--- config.mk ---
export PLATFORM = sky130hd
export DESIGN_NAME = player_physics_flat
export DESIGN_NICKNAME = d
export VERILOG_FILES = /design/src/rtl/phys_pkg.sv /design/src/rtl/player_physics_if.sv /design/src/rtl/phys_vertical.sv /design/src/rtl/player_physics.sv /design/src/flat_wrapper.sv
export SDC_FILE = /design/constraint.sdc
export NUM_CORES = 1
export LEC_CHECK = 0
export BUFFER_PORTS_ARGS = -buffer_cell sky130_fd_sc_hd__buf_2
export CORE_UTILIZATION = 35
export DETAILED_ROUTE_END_ITERATION = 8
export GPL_ROUTABILITY_DRIVEN = 1
export GPL_TIMING_DRIVEN = 0
export MAX_ROUTING_LAYER = met4
export SETUP_SLACK_MARGIN = 0.1
export SLEW_MARGIN = 15
export SYNTH_ARGS = -nofsm -noshare
export SYNTH_HDL_FRONTEND = slang
export SYNTH_SLANG_ARGS = --single-unit
--- constraint.sdc ---
create_clock -name clk -period 10.57 [get_ports clk]
set_input_delay 1.5855 -clock clk [delete_from_list [all_inputs] [get_ports clk]]
set_output_delay 1.5855 -clock clk [all_outputs]
set_load 0.01 [all_outputs]
--- src/rtl/phys_pkg.sv ---
// rtl/phys_pkg.sv - shared state encoding and default motion constants for the player physics slice
package phys_pkg;

  // Player motion state; the collision and render blocks decode the same values.
  typedef enum logic [1:0] {
    GROUNDED  = 2'd0,
    RISING    = 2'd1,
    FALLING   = 2'd2,
    KNOCKBACK = 2'd3
  } phys_state_e;

  localparam int DEF_X_W      = 7;
  localparam int DEF_Y_W      = 7;
  localparam int DEF_V_W      = 6;
  localparam int DEF_START_X  = 15;
  localparam int DEF_X_MIN    = 17;
  localparam int DEF_X_MAX    = 73;
  localparam int DEF_FLOOR_Y  = 48;
  localparam int DEF_CEIL_Y   = 19;
  localparam int DEF_STEP     = 2;
  localparam int DEF_JUMP_V   = 9;
  localparam int DEF_GRAVITY  = 1;
  localparam int DEF_VMAX     = 15;
  localparam int DEF_KB_V     = 3;
  localparam int DEF_KB_TICKS = 4;

endpackage

--- src/rtl/player_physics_if.sv ---
// rtl/player_physics_if.sv - control/opponent inputs and motion outputs of one player engine
interface player_physics_if
  import phys_pkg::*;
#(
  parameter int X_W = DEF_X_W,
  parameter int Y_W = DEF_Y_W,
  parameter int V_W = DEF_V_W
);
  logic                  tick;
  logic                  move_left;
  logic                  move_right;
  logic                  jump;
  logic                  colliding;
  logic [X_W-1:0]        opp_x;
  logic [Y_W-1:0]        opp_y;
  logic                  hit;
  logic                  hit_dir;
  logic [X_W-1:0]        pos_x;
  logic [Y_W-1:0]        pos_y;
  logic signed [V_W-1:0] vel_y;
  logic                  airborne;
  logic                  landed;
  logic [1:0]            state;

  modport master (
    output tick, move_left, move_right, jump, colliding, opp_x, opp_y, hit, hit_dir,
    input  pos_x, pos_y, vel_y, airborne, landed, state
  );

  modport slave (
    input  tick, move_left, move_right, jump, colliding, opp_x, opp_y, hit, hit_dir,
    output pos_x, pos_y, vel_y, airborne, landed, state
  );
endinterface

--- src/rtl/phys_vertical.sv ---
// rtl/phys_vertical.sv - vertical FSM: jump launch, gravity, floor/ceiling clamp, stomp and landing pulse
module phys_vertical
  import phys_pkg::*;
#(
  parameter int Y_W     = DEF_Y_W,
  parameter int V_W     = DEF_V_W,
  parameter int FLOOR_Y = DEF_FLOOR_Y,
  parameter int CEIL_Y  = DEF_CEIL_Y,
  parameter int JUMP_V  = DEF_JUMP_V,
  parameter int GRAVITY = DEF_GRAVITY,
  parameter int VMAX    = DEF_VMAX
) (
  input  logic                  clk,
  input  logic                  reset,
  input  logic                  i_tick,
  input  logic                  i_jump_go,
  input  logic                  i_kb_active,
  input  logic                  i_kb_exit,
  input  logic                  i_colliding,
  input  logic [Y_W-1:0]        i_opp_y,
  output logic [Y_W-1:0]        o_pos_y,
  output logic signed [V_W-1:0] o_vel_y,
  output phys_state_e           o_state,
  output logic                  o_landed
);
  // Wide enough that pos_y + vel_y and vel_y + GRAVITY never wrap.
  localparam int S_W = ((Y_W > V_W) ? Y_W : V_W) + 2;
  localparam logic signed [S_W-1:0] C_FLOOR = S_W'(FLOOR_Y);
  localparam logic signed [S_W-1:0] C_CEIL  = S_W'(CEIL_Y);
  localparam logic signed [S_W-1:0] C_GRAV  = S_W'(GRAVITY);
  localparam logic signed [S_W-1:0] C_VMAX  = S_W'(VMAX);

  logic [Y_W-1:0]        r_pos_y;
  logic signed [V_W-1:0] r_vel_y;
  phys_state_e           r_state;
  logic                  r_landed;

  logic signed [S_W-1:0] w_y_sum, w_vel_sum, w_vel_cap;
  logic                  w_airborne, w_stomp, w_hit_floor, w_hit_ceil, w_land;
  logic [Y_W-1:0]        w_nx_y;
  logic signed [V_W-1:0] w_nx_v;
  phys_state_e           w_nx_s;

  // Next vertical position, velocity and state for the coming tick.
  always_comb begin
    w_y_sum     = $signed({{(S_W-Y_W){1'b0}}, r_pos_y}) + $signed({{(S_W-V_W){r_vel_y[V_W-1]}}, r_vel_y});
    w_vel_sum   = $signed({{(S_W-V_W){r_vel_y[V_W-1]}}, r_vel_y}) + C_GRAV;
    w_vel_cap   = (w_vel_sum > C_VMAX) ? C_VMAX : w_vel_sum;
    w_airborne  = (r_state != GROUNDED) || i_kb_active;
    w_stomp     = (r_state != GROUNDED) && i_colliding && (r_pos_y < i_opp_y);
    w_hit_floor = (w_y_sum >= C_FLOOR);
    // Ceiling only catches upward motion; at rest on the ceiling gravity must be allowed to pull down.
    w_hit_ceil  = (w_y_sum <= C_CEIL) && r_vel_y[V_W-1];
    w_nx_y      = r_pos_y;
    w_nx_v      = r_vel_y;
    w_nx_s      = r_state;
    w_land      = 1'b0;
    if (w_airborne) begin
      if (w_hit_floor) begin
        w_nx_y = Y_W'(FLOOR_Y);
        w_nx_v = '0;
        w_nx_s = GROUNDED;
        w_land = !i_kb_active;
      end else if (w_stomp) begin
        w_nx_y = (w_y_sum < C_CEIL) ? Y_W'(CEIL_Y) : w_y_sum[Y_W-1:0];
        w_nx_v = V_W'(GRAVITY);
        w_nx_s = FALLING;
      end else if (w_hit_ceil) begin
        w_nx_y = Y_W'(CEIL_Y);
        w_nx_v = '0;
        w_nx_s = FALLING;
      end else begin
        w_nx_y = w_y_sum[Y_W-1:0];
        w_nx_v = w_vel_cap[V_W-1:0];
        w_nx_s = w_vel_cap[S_W-1] ? RISING : FALLING;
      end
    end else if (i_jump_go) begin
      w_nx_y = Y_W'(FLOOR_Y - JUMP_V);
      w_nx_v = V_W'(GRAVITY - JUMP_V);
      w_nx_s = RISING;
    end
    // Knockback owns the state; vertical motion above still applies underneath it.
    if (i_kb_active) begin
      if (i_kb_exit) begin
        w_nx_s = (w_nx_y == Y_W'(FLOOR_Y)) ? GROUNDED : FALLING;
      end else begin
        w_nx_s = KNOCKBACK;
      end
    end
  end

  // Commit vertical state on tick; landed is a single-cycle pulse.
  always_ff @(posedge clk or negedge reset) begin
    if (!reset) begin
      r_pos_y  <= Y_W'(FLOOR_Y);
      r_vel_y  <= '0;
      r_state  <= GROUNDED;
      r_landed <= 1'b0;
    end else begin
      r_landed <= i_tick && w_land;
      if (i_tick) begin
        r_pos_y <= w_nx_y;
        r_vel_y <= w_nx_v;
        r_state <= w_nx_s;
      end
    end
  end

  assign o_pos_y  = r_pos_y;
  assign o_vel_y  = r_vel_y;
  assign o_state  = r_state;
  assign o_landed = r_landed;
endmodule

--- src/rtl/player_physics.sv ---
// rtl/player_physics.sv - per-player motion engine top (horizontal path, hit latch, knockback); option PHYS_KNOCKBACK_EN
module player_physics
  import phys_pkg::*;
#(
  parameter int X_W      = DEF_X_W,
  parameter int Y_W      = DEF_Y_W,
  parameter int V_W      = DEF_V_W,
  parameter int START_X  = DEF_START_X,
  parameter int X_MIN    = DEF_X_MIN,
  parameter int X_MAX    = DEF_X_MAX,
  parameter int FLOOR_Y  = DEF_FLOOR_Y,
  parameter int CEIL_Y   = DEF_CEIL_Y,
  parameter int STEP     = DEF_STEP,
  parameter int JUMP_V   = DEF_JUMP_V,
  parameter int GRAVITY  = DEF_GRAVITY,
  parameter int VMAX     = DEF_VMAX,
  parameter int KB_V     = DEF_KB_V,
  parameter int KB_TICKS = DEF_KB_TICKS
) (
  input logic             clk,
  input logic             reset,
  player_physics_if.slave bus
);
  localparam int XS_W = X_W + 2;
  localparam logic signed [XS_W-1:0] C_STEP = XS_W'(STEP);
  localparam logic signed [XS_W-1:0] C_KB_V = XS_W'(KB_V);
  localparam logic signed [XS_W-1:0] C_XMIN = XS_W'(X_MIN);
  localparam logic signed [XS_W-1:0] C_XMAX = XS_W'(X_MAX);

  logic [X_W-1:0]         r_pos_x, w_nx_x;
  logic signed [XS_W-1:0] w_dx, w_x_sum;
  logic                   w_blk_r, w_blk_l;
  logic                   w_kb_enter, w_kb_active, w_kb_exit, w_kb_dir, w_jump_go;
  phys_state_e            w_state;

`ifdef PHYS_KNOCKBACK_EN
  localparam int KC_W = $clog2(KB_TICKS + 1);
  logic            r_hit_pending, r_hit_dir;
  logic [KC_W-1:0] r_kb_cnt, w_kb_left;

  // A hit arriving on the tick cycle itself counts as pending; the counter includes the current tick.
  always_comb begin
    w_kb_enter  = r_hit_pending || bus.hit;
    w_kb_dir    = bus.hit ? bus.hit_dir : r_hit_dir;
    w_kb_active = w_kb_enter || (w_state == KNOCKBACK);
    w_kb_left   = (w_kb_enter ? KC_W'(KB_TICKS) : r_kb_cnt) - KC_W'(1);
    w_kb_exit   = (w_kb_left == '0);
  end

  // Sticky hit latch, consumed by the next tick, and the knockback tick counter.
  always_ff @(posedge clk or negedge reset) begin
    if (!reset) begin
      r_hit_pending <= 1'b0;
      r_hit_dir     <= 1'b0;
      r_kb_cnt      <= '0;
    end else begin
      if (bus.hit) r_hit_dir <= bus.hit_dir;
      if (bus.tick) begin
        r_hit_pending <= 1'b0;
        if (w_kb_active) r_kb_cnt <= w_kb_left;
      end else if (bus.hit) begin
        r_hit_pending <= 1'b1;
      end
    end
  end
`else
  assign w_kb_enter  = 1'b0;
  assign w_kb_active = 1'b0;
  assign w_kb_exit   = 1'b0;
  assign w_kb_dir    = 1'b0;
`endif

  assign w_jump_go = bus.jump && (w_state == GROUNDED) && !w_kb_enter;

  // Horizontal step with collision blocking, clamped only on the side being moved toward.
  always_comb begin
    w_blk_r = bus.colliding && (bus.opp_x >= r_pos_x);
    w_blk_l = bus.colliding && (bus.opp_x <= r_pos_x);
    w_dx    = '0;
    if (w_kb_active) begin
      w_dx = w_kb_dir ? C_KB_V : -C_KB_V;
    end else if (bus.move_right && !bus.move_left && !w_blk_r) begin
      w_dx = C_STEP;
    end else if (bus.move_left && !bus.move_right && !w_blk_l) begin
      w_dx = -C_STEP;
    end
    w_x_sum = $signed({2'b00, r_pos_x}) + w_dx;
    w_nx_x  = w_x_sum[X_W-1:0];
    // An out-of-range start position is never dragged the opposite way by the clamp.
    if (w_dx[XS_W-1] && (w_x_sum < C_XMIN)) begin
      w_nx_x = (r_pos_x < X_W'(X_MIN)) ? r_pos_x : X_W'(X_MIN);
    end else if (!w_dx[XS_W-1] && (w_x_sum > C_XMAX)) begin
      w_nx_x = (r_pos_x > X_W'(X_MAX)) ? r_pos_x : X_W'(X_MAX);
    end
  end

  // Horizontal position register, updated only on tick.
  always_ff @(posedge clk or negedge reset) begin
    if (!reset) begin
      r_pos_x <= X_W'(START_X);
    end else if (bus.tick) begin
      r_pos_x <= w_nx_x;
    end
  end

  phys_vertical #(
    .Y_W(Y_W), .V_W(V_W), .FLOOR_Y(FLOOR_Y), .CEIL_Y(CEIL_Y),
    .JUMP_V(JUMP_V), .GRAVITY(GRAVITY), .VMAX(VMAX)
  ) u_vertical (
    .clk        (clk),
    .reset      (reset),
    .i_tick     (bus.tick),
    .i_jump_go  (w_jump_go),
    .i_kb_active(w_kb_active),
    .i_kb_exit  (w_kb_exit),
    .i_colliding(bus.colliding),
    .i_opp_y    (bus.opp_y),
    .o_pos_y    (bus.pos_y),
    .o_vel_y    (bus.vel_y),
    .o_state    (w_state),
    .o_landed   (bus.landed)
  );

  assign bus.pos_x    = r_pos_x;
  assign bus.state    = w_state;
  assign bus.airborne = (w_state != GROUNDED);
endmodule

--- src/flat_wrapper.sv ---
// flat-port wrapper written by rule: the top's interface ports become plain ports
module player_physics_flat import phys_pkg::*;
#(
  parameter int X_W      = DEF_X_W,
  parameter int Y_W      = DEF_Y_W,
  parameter int V_W      = DEF_V_W,
  parameter int START_X  = DEF_START_X,
  parameter int X_MIN    = DEF_X_MIN,
  parameter int X_MAX    = DEF_X_MAX,
  parameter int FLOOR_Y  = DEF_FLOOR_Y,
  parameter int CEIL_Y   = DEF_CEIL_Y,
  parameter int STEP     = DEF_STEP,
  parameter int JUMP_V   = DEF_JUMP_V,
  parameter int GRAVITY  = DEF_GRAVITY,
  parameter int VMAX     = DEF_VMAX,
  parameter int KB_V     = DEF_KB_V,
  parameter int KB_TICKS = DEF_KB_TICKS
)
  (clk, reset, bus_tick, bus_move_left, bus_move_right, bus_jump, bus_colliding, bus_opp_x, bus_opp_y, bus_hit, bus_hit_dir, bus_pos_x, bus_pos_y, bus_vel_y, bus_airborne, bus_landed, bus_state);
  player_physics_if #(.X_W(X_W), .Y_W(Y_W), .V_W(V_W)) bus_i ();
  input logic clk;
  input logic reset;
  input wire logic [$bits(bus_i.tick)-1:0] bus_tick;
  input wire logic [$bits(bus_i.move_left)-1:0] bus_move_left;
  input wire logic [$bits(bus_i.move_right)-1:0] bus_move_right;
  input wire logic [$bits(bus_i.jump)-1:0] bus_jump;
  input wire logic [$bits(bus_i.colliding)-1:0] bus_colliding;
  input wire logic [$bits(bus_i.opp_x)-1:0] bus_opp_x;
  input wire logic [$bits(bus_i.opp_y)-1:0] bus_opp_y;
  input wire logic [$bits(bus_i.hit)-1:0] bus_hit;
  input wire logic [$bits(bus_i.hit_dir)-1:0] bus_hit_dir;
  output wire logic [$bits(bus_i.pos_x)-1:0] bus_pos_x;
  output wire logic [$bits(bus_i.pos_y)-1:0] bus_pos_y;
  output wire logic [$bits(bus_i.vel_y)-1:0] bus_vel_y;
  output wire logic [$bits(bus_i.airborne)-1:0] bus_airborne;
  output wire logic [$bits(bus_i.landed)-1:0] bus_landed;
  output wire logic [$bits(bus_i.state)-1:0] bus_state;
  assign bus_i.tick = bus_tick;
  assign bus_i.move_left = bus_move_left;
  assign bus_i.move_right = bus_move_right;
  assign bus_i.jump = bus_jump;
  assign bus_i.colliding = bus_colliding;
  assign bus_i.opp_x = bus_opp_x;
  assign bus_i.opp_y = bus_opp_y;
  assign bus_i.hit = bus_hit;
  assign bus_i.hit_dir = bus_hit_dir;
  assign bus_pos_x = bus_i.pos_x;
  assign bus_pos_y = bus_i.pos_y;
  assign bus_vel_y = bus_i.vel_y;
  assign bus_airborne = bus_i.airborne;
  assign bus_landed = bus_i.landed;
  assign bus_state = bus_i.state;
  player_physics #(.X_W(X_W), .Y_W(Y_W), .V_W(V_W), .START_X(START_X), .X_MIN(X_MIN), .X_MAX(X_MAX), .FLOOR_Y(FLOOR_Y), .CEIL_Y(CEIL_Y), .STEP(STEP), .JUMP_V(JUMP_V), .GRAVITY(GRAVITY), .VMAX(VMAX), .KB_V(KB_V), .KB_TICKS(KB_TICKS)) u_core (.clk(clk), .reset(reset), .bus(bus_i));
endmodule
Word-level counts from Yosys, hierarchy flattened
Index checks and enable logic that the tools add are counted.
Storage, ports and cells
  output and inout port bits: 24
  flip-flop bits (word level): 23
  word-level logic and storage cells: 70
Operators by class
  multiplexer cells: 26
  order comparisons: 11
  $add $sub $neg: 3
  reduce and logical (&&, ||, !) cells: 23
  eq/ne operators: 2
Operators by type and width (number)
  7-bit 2-to-1 mux: 10
  6-bit 2-to-1 mux: 5
  9-bit 2-to-1 mux: 3
  9-bit by 6-bit less-than comparator with 1-bit output (second input constant): 2
  1-bit logical AND: 13
  2-bit 2-to-1 mux: 6
  8-bit by 6-bit adder with 9-bit output: 1
  8-bit by 9-bit adder with 9-bit output: 1
  9-bit by 7-bit >= comparator with 1-bit output (second input constant): 1
  9-bit by 8-bit greater-than comparator with 1-bit output (second input constant): 1
  9-bit by 6-bit <= comparator with 1-bit output (second input constant): 1
  6-bit by 2-bit adder with 7-bit output (second input constant): 1
  7-bit >= comparator: 1
  7-bit by 5-bit greater-than comparator with 1-bit output (second input constant): 1
  7-bit greater-than comparator (second input constant): 1
  7-bit <= comparator: 1
  7-bit by 5-bit less-than comparator with 1-bit output (second input constant): 1
  7-bit less-than comparator: 1
  1-bit zero test: 5
  2-bit nonzero test: 2
  3-bit by 2-bit != test with 1-bit output (second input constant): 1
  3-bit AND reduction: 1
  2-bit zero test: 1
  1-bit 2-to-1 mux: 2
  other kinds (2): 2

Longest topological paths before layout
  word-level depth: 11
  mapped depth: 18

By module
From an unflattened synthesis, not the netlist that was laid out.
Unflattened totals
  cells, all modules: 347
  area total of the unflattened synthesis: 2889.0 µm²
Modules (own cells, without submodules)
  phys_vertical: cells an instance 214, times used 1, area an instance 1719.1 µm²
  player_physics: cells an instance 133, times used 1, area an instance 1169.9 µm²

Worst setup path after synthesis
No wires, ideal clock.
  kind: input -> register
  start point: input port bus_opp_x[5]
  end point: register u_core.r_pos_x[5], in the netlist u_core.bus.pos_x[5]
  data required time: 10446 ps
  path buffers: 0
  path slack: 5708 ps
  stages: 13
  arrival: 4738 ps
  library setup time: 124 ps
  cells stage by stage: ha_1 -> nand4_2 -> o311a_1 -> o21ai_2 -> o31ai_1 -> ha_1 -> ha_1 -> or3_1 -> or3_1 -> a2111oi_4 -> o21ai_2 -> and3_1 -> a211o_1
On the way
  longest elaborated chain between the ends: 11
Ends and longest elaborated chain
  start: declaration: line flat_wrapper.sv:28  | input wire logic [$bits(bus_i.opp_x)-1:0] bus_opp_x;
  7-bit <= comparator: line player_physics.sv:78  | w_blk_l = bus.colliding && (bus.opp_x <= r_pos_x);
  1-bit logical AND: line player_physics.sv:78
  1-bit zero test: line player_physics.sv:84  | end else if (bus.move_left && !bus.move_right && !w_blk_l) begin
  1-bit logical AND: line player_physics.sv:84
  9-bit 2-to-1 mux: line player_physics.sv:84
  9-bit 2-to-1 mux *: line player_physics.sv:82  | end else if (bus.move_right && !bus.move_left && !w_blk_r) begin
  8-bit by 9-bit adder with 9-bit output: line player_physics.sv:87  | w_x_sum = $signed({2'b00, r_pos_x}) + w_dx;
  9-bit by 8-bit greater-than comparator with 1-bit output or 9-bit by 6-bit less-than comparator with 1-bit output (tied branches): line player_physics.sv:92, player_physics.sv:90
  1-bit logical AND, on equally long branches: line player_physics.sv:92, player_physics.sv:90
  3-bit by 2-bit != test with 1-bit output (no line) (tied with other cells)
  3-bit AND reduction (no line) or 7-bit 2-to-1 mux (tied branches)
  end signal: assignment: line player_physics.sv:100  | r_pos_x <= X_W'(START_X);
  end signal: assignment: line player_physics.sv:102  | r_pos_x <= w_nx_x;
  end: declaration: line player_physics.sv:30  | logic [X_W-1:0] r_pos_x, w_nx_x;
Every way passes the cells marked *; elsewhere a longest branch is shown, timed or not.
A chain may end at the register's enable or synchronous reset.

Final worst setup path
  start point: input port bus_opp_x[6]
  end point: register u_core.r_pos_x[2], in the netlist u_core.bus.pos_x[2]
The elaborated chain is that of the path after synthesis.

==> results.yml <==
sta:
  holdWs_ps: 537
  rsz0062_at_grt: "false"
  finalSetupViolCount: 0
  tightest_slew_ps: 561
  period_share_pct: 47.8
  slew_headroom_pct: 61.6
  finClkSkew_ps: 7.29
  maxSlewViolCount: 0
  fmaxAchievable_ghz: 0.198
  fin_tns_setup_ps: 0
  setup_slack_ps: 5510
  period_needed_ps: 5060
  hold_viol: 0
layout:
  fin_cells: 438
  drive_above_1_share_pct: 20.5
  finish.instance_area_mm2: 0.00284
  final_net_count: 392
  syn_to_final_growth_pct: 15.6
  antennaDiodeCount: 0
cts:
  cts.sinks: 23
  cts_resized: 0
  post_cts_buffers: 0
  clk-insertion-delay-late_ps: 270
  numCtsBuffers: 3
  cts-hold-fix-buffers: 0
  htree_num_levels: 1
  clockBufferDepth: 2
  clock-root-buffer: "clkbuf_8"
  clk_transition_reported_paths_ps: 90
  cts_tree: "done"
worst_hold_path:
  hold_depth: 2
  hp-class: "flip-flop to flip-flop"
critical_path:
  startpoint_type: "input pin"
  worstPathCellList: "buf_2, ha_1, nand4_2, o311a_1, o21ai_2, o31ai_1, ha_1, ha_1, or3_1, or3_1, a2111oi_4, o21ai_2, o221ai_2, mux2i_1"
  endpoint_kind: "flip-flop"
  r2r_cells: 15
  path_max_fanout: 7
  slowest_delay_ps: 400
  critPathKind: "input pin to flip-flop"
  slowest_stage: "o311a_1"
  critical_path_arrival_ps: 5260
  path_buf_inv: 1
  critPathTopFamily: "compound AO/OA/AOI/OAI gates"
  worstPathRequired_ps: 10770
  cp_num_cells: 14
  cpMostUsedCell: "ha_1"
place:
  dpl_cell_area_mm2: 0.00280
  portBuffers: 43
  dp_worst_setup_slack_ps: 5250
  gp_congestion: 0.876
  place_hpwl_mm: 5.21
  dp_cells: 434
drt:
  drtPass1Iterations: 4
  vias: 2418
  drt-initial-drc-count: 143
  wire_per_inst_um: 15.0
  via_per_inst: 5.52
  drc_errors: 0
  detail-route-antenna-nets: 0
  routed_wl_mm: 6.57
global_routing:
  grt_pass1_wl_mm: 11.3
  overflow: 0
  grt_antenna_before_repair: 0
  grt_max_degree: 24
  grt_use_total_pct: 19.5
  grt_pass1_vias: 2273
die:
  dieHeight_um: 85.8
  rows: 30
  design.core.area_mm2: 0.00679
  start_util_pct: 36.2
  dieArea_mm2: 0.00737
  io_pins: 47
  die_x_um: 85.8
synth:
  synth_top_area_share_pct: 17.3
  synth_cell_types: 65
  synth_seq_cells: 23
  synth_ff_type: "dfrtp_1"
  synth_top_cell_by_area: "dfrtp_1"
  yosysSeqAreaShare_pct: 23.7
  syn-instance-count: 295
  syn_nets: 344
  async_flop_share_pct: 100
  synthTopCellsByArea: "dfrtp_1 (17%), ha_1 (13%), dfstp_2 (6.4%)"
  syn_area_mm2: 0.00246
  ys.warnings.count: 0
  synth_area_per_cell_um2: 8.34
  synth-edff-count: 0
power_and_ir_drop:
  vdd_drop_max_uv: 116
  p_leak_uw: 0.00128
  power_density_mw_per_mm2: 323
job:
  drv_cap: 0
run_status:
  status: "finished clean"
[layout by cell type, fill, tap and decap left out, drive strengths merged, types with 7 or more instances in the layout]
cell type / instances
buf: 46
inv: 26
a21oi: 26
ha: 25
nor2: 23
nand2: 19
dfrtp: 17
o21ai: 15
nand3: 9
xnor2: 9
o21a: 8
nand2b: 7
nor3: 7
[stage by stage]
step / power [µW] / util (%)
after floorplan: 682 / -
after global placement: 850 / 41.1
after detailed placement: 858 / 41.1
after CTS: 920 / 41.9
after global routing: 1020 / 41.9
final: 918 / 41.9
[cell usage after synthesis (6+ instances only)]
| library cell | count |
|---|---|
| nand3_1 | 9 |
| ha_1 | 25 |
| nand2b_1 | 7 |
| xnor2_1 | 9 |
| dfstp_2 | 6 |
| inv_1 | 24 |
| a31oi_1 | 6 |
| o21ai_0 | 6 |
| dfrtp_1 | 17 |
| o21ai_1 | 7 |
| nor2_1 | 23 |
| a21oi_1 | 24 |
| nor3_1 | 7 |
| o21a_1 | 8 |
| nand2_1 | 19 |
[worst min-delay path, cell delays in order (launching register included)]
cell and delay (ps):
dfstp_2 400, nor2_1 100, a31oi_1 50
[cell type report]
cell class	instances	area, µm²
buffer	6	38.8
timing repair buffer	43	215
tap	96	120
sequential	23	583
inverter	26	97.6
fill	712	3950
clock buffer	3	41.3
clock inverter	1	7.51
multi-input combinational	240	1740
[path summary, 6_finish.rpt]
kind	startpoint	end	slack, ps
worst max-delay path	bus_opp_x[6]	u_core.bus.pos_x[2]	5510
worst min-delay path	u_core.u_vertical.o_pos_y[5]	u_core.u_vertical.o_pos_y[5]	540
worst max register to register	u_core.bus.pos_x[3]	u_core.bus.pos_x[2]	5900
worst min register to register	u_core.u_vertical.o_pos_y[5]	u_core.u_vertical.o_pos_y[5]	540
max in group asynchronous	reset	u_core.bus.pos_x[3]	8910
min in group asynchronous	reset	u_core.u_vertical.o_vel_y[5]	1290
[kinds of logic (layout without fill, tap and decap cells)]
| group | count (synthesis) | after routing | share of synthesized area [%] |
|---|---|---|---|
| simple gates | 91 | 91 | 18.9 |
| mux | 6 | 6 | 2.49 |
| xor+xnor | 10 | 10 | 3.56 |
| compound gates | 107 | 107 | 32.2 |
| buf+inv | 32 | 79 | 5.54 |
| flops | 23 | 23 | 23.7 |
| fa+ha+maj | 26 | 26 | 13.5 |
[power by group]
part           internal (µW)  leakage [µW]  total (µW)  switching, µW
Sequential               134      0.000271         191           57.4
Combinational            272      0.000986         669            397
Clock                   26.7     0.0000217        57.8           31.1
[layer usage]
| metal | part of all wire [%] | GRT usage (%) | routed length, µm |
|---|---|---|---|
| met1 | 49 | 28.6 | 3250 |
| met2 | 46 | 30.0 | 3010 |
| met3 | 4.0 | 2.31 | 265 |
| met4 | 0.73 | 1.82 | 48 |
| met5 | 0 | - | 0 |
[sequential cells by signal, indices dropped and copies added (netlist names)]
register                    flops
u_core.bus.pos_x                7
u_core.u_vertical.o_pos_y       7
u_core.u_vertical.o_vel_y       6
u_core.u_vertical.o_landed      1
u_core.u_vertical.o_state       2
Power figures use the tool's default switching activity.
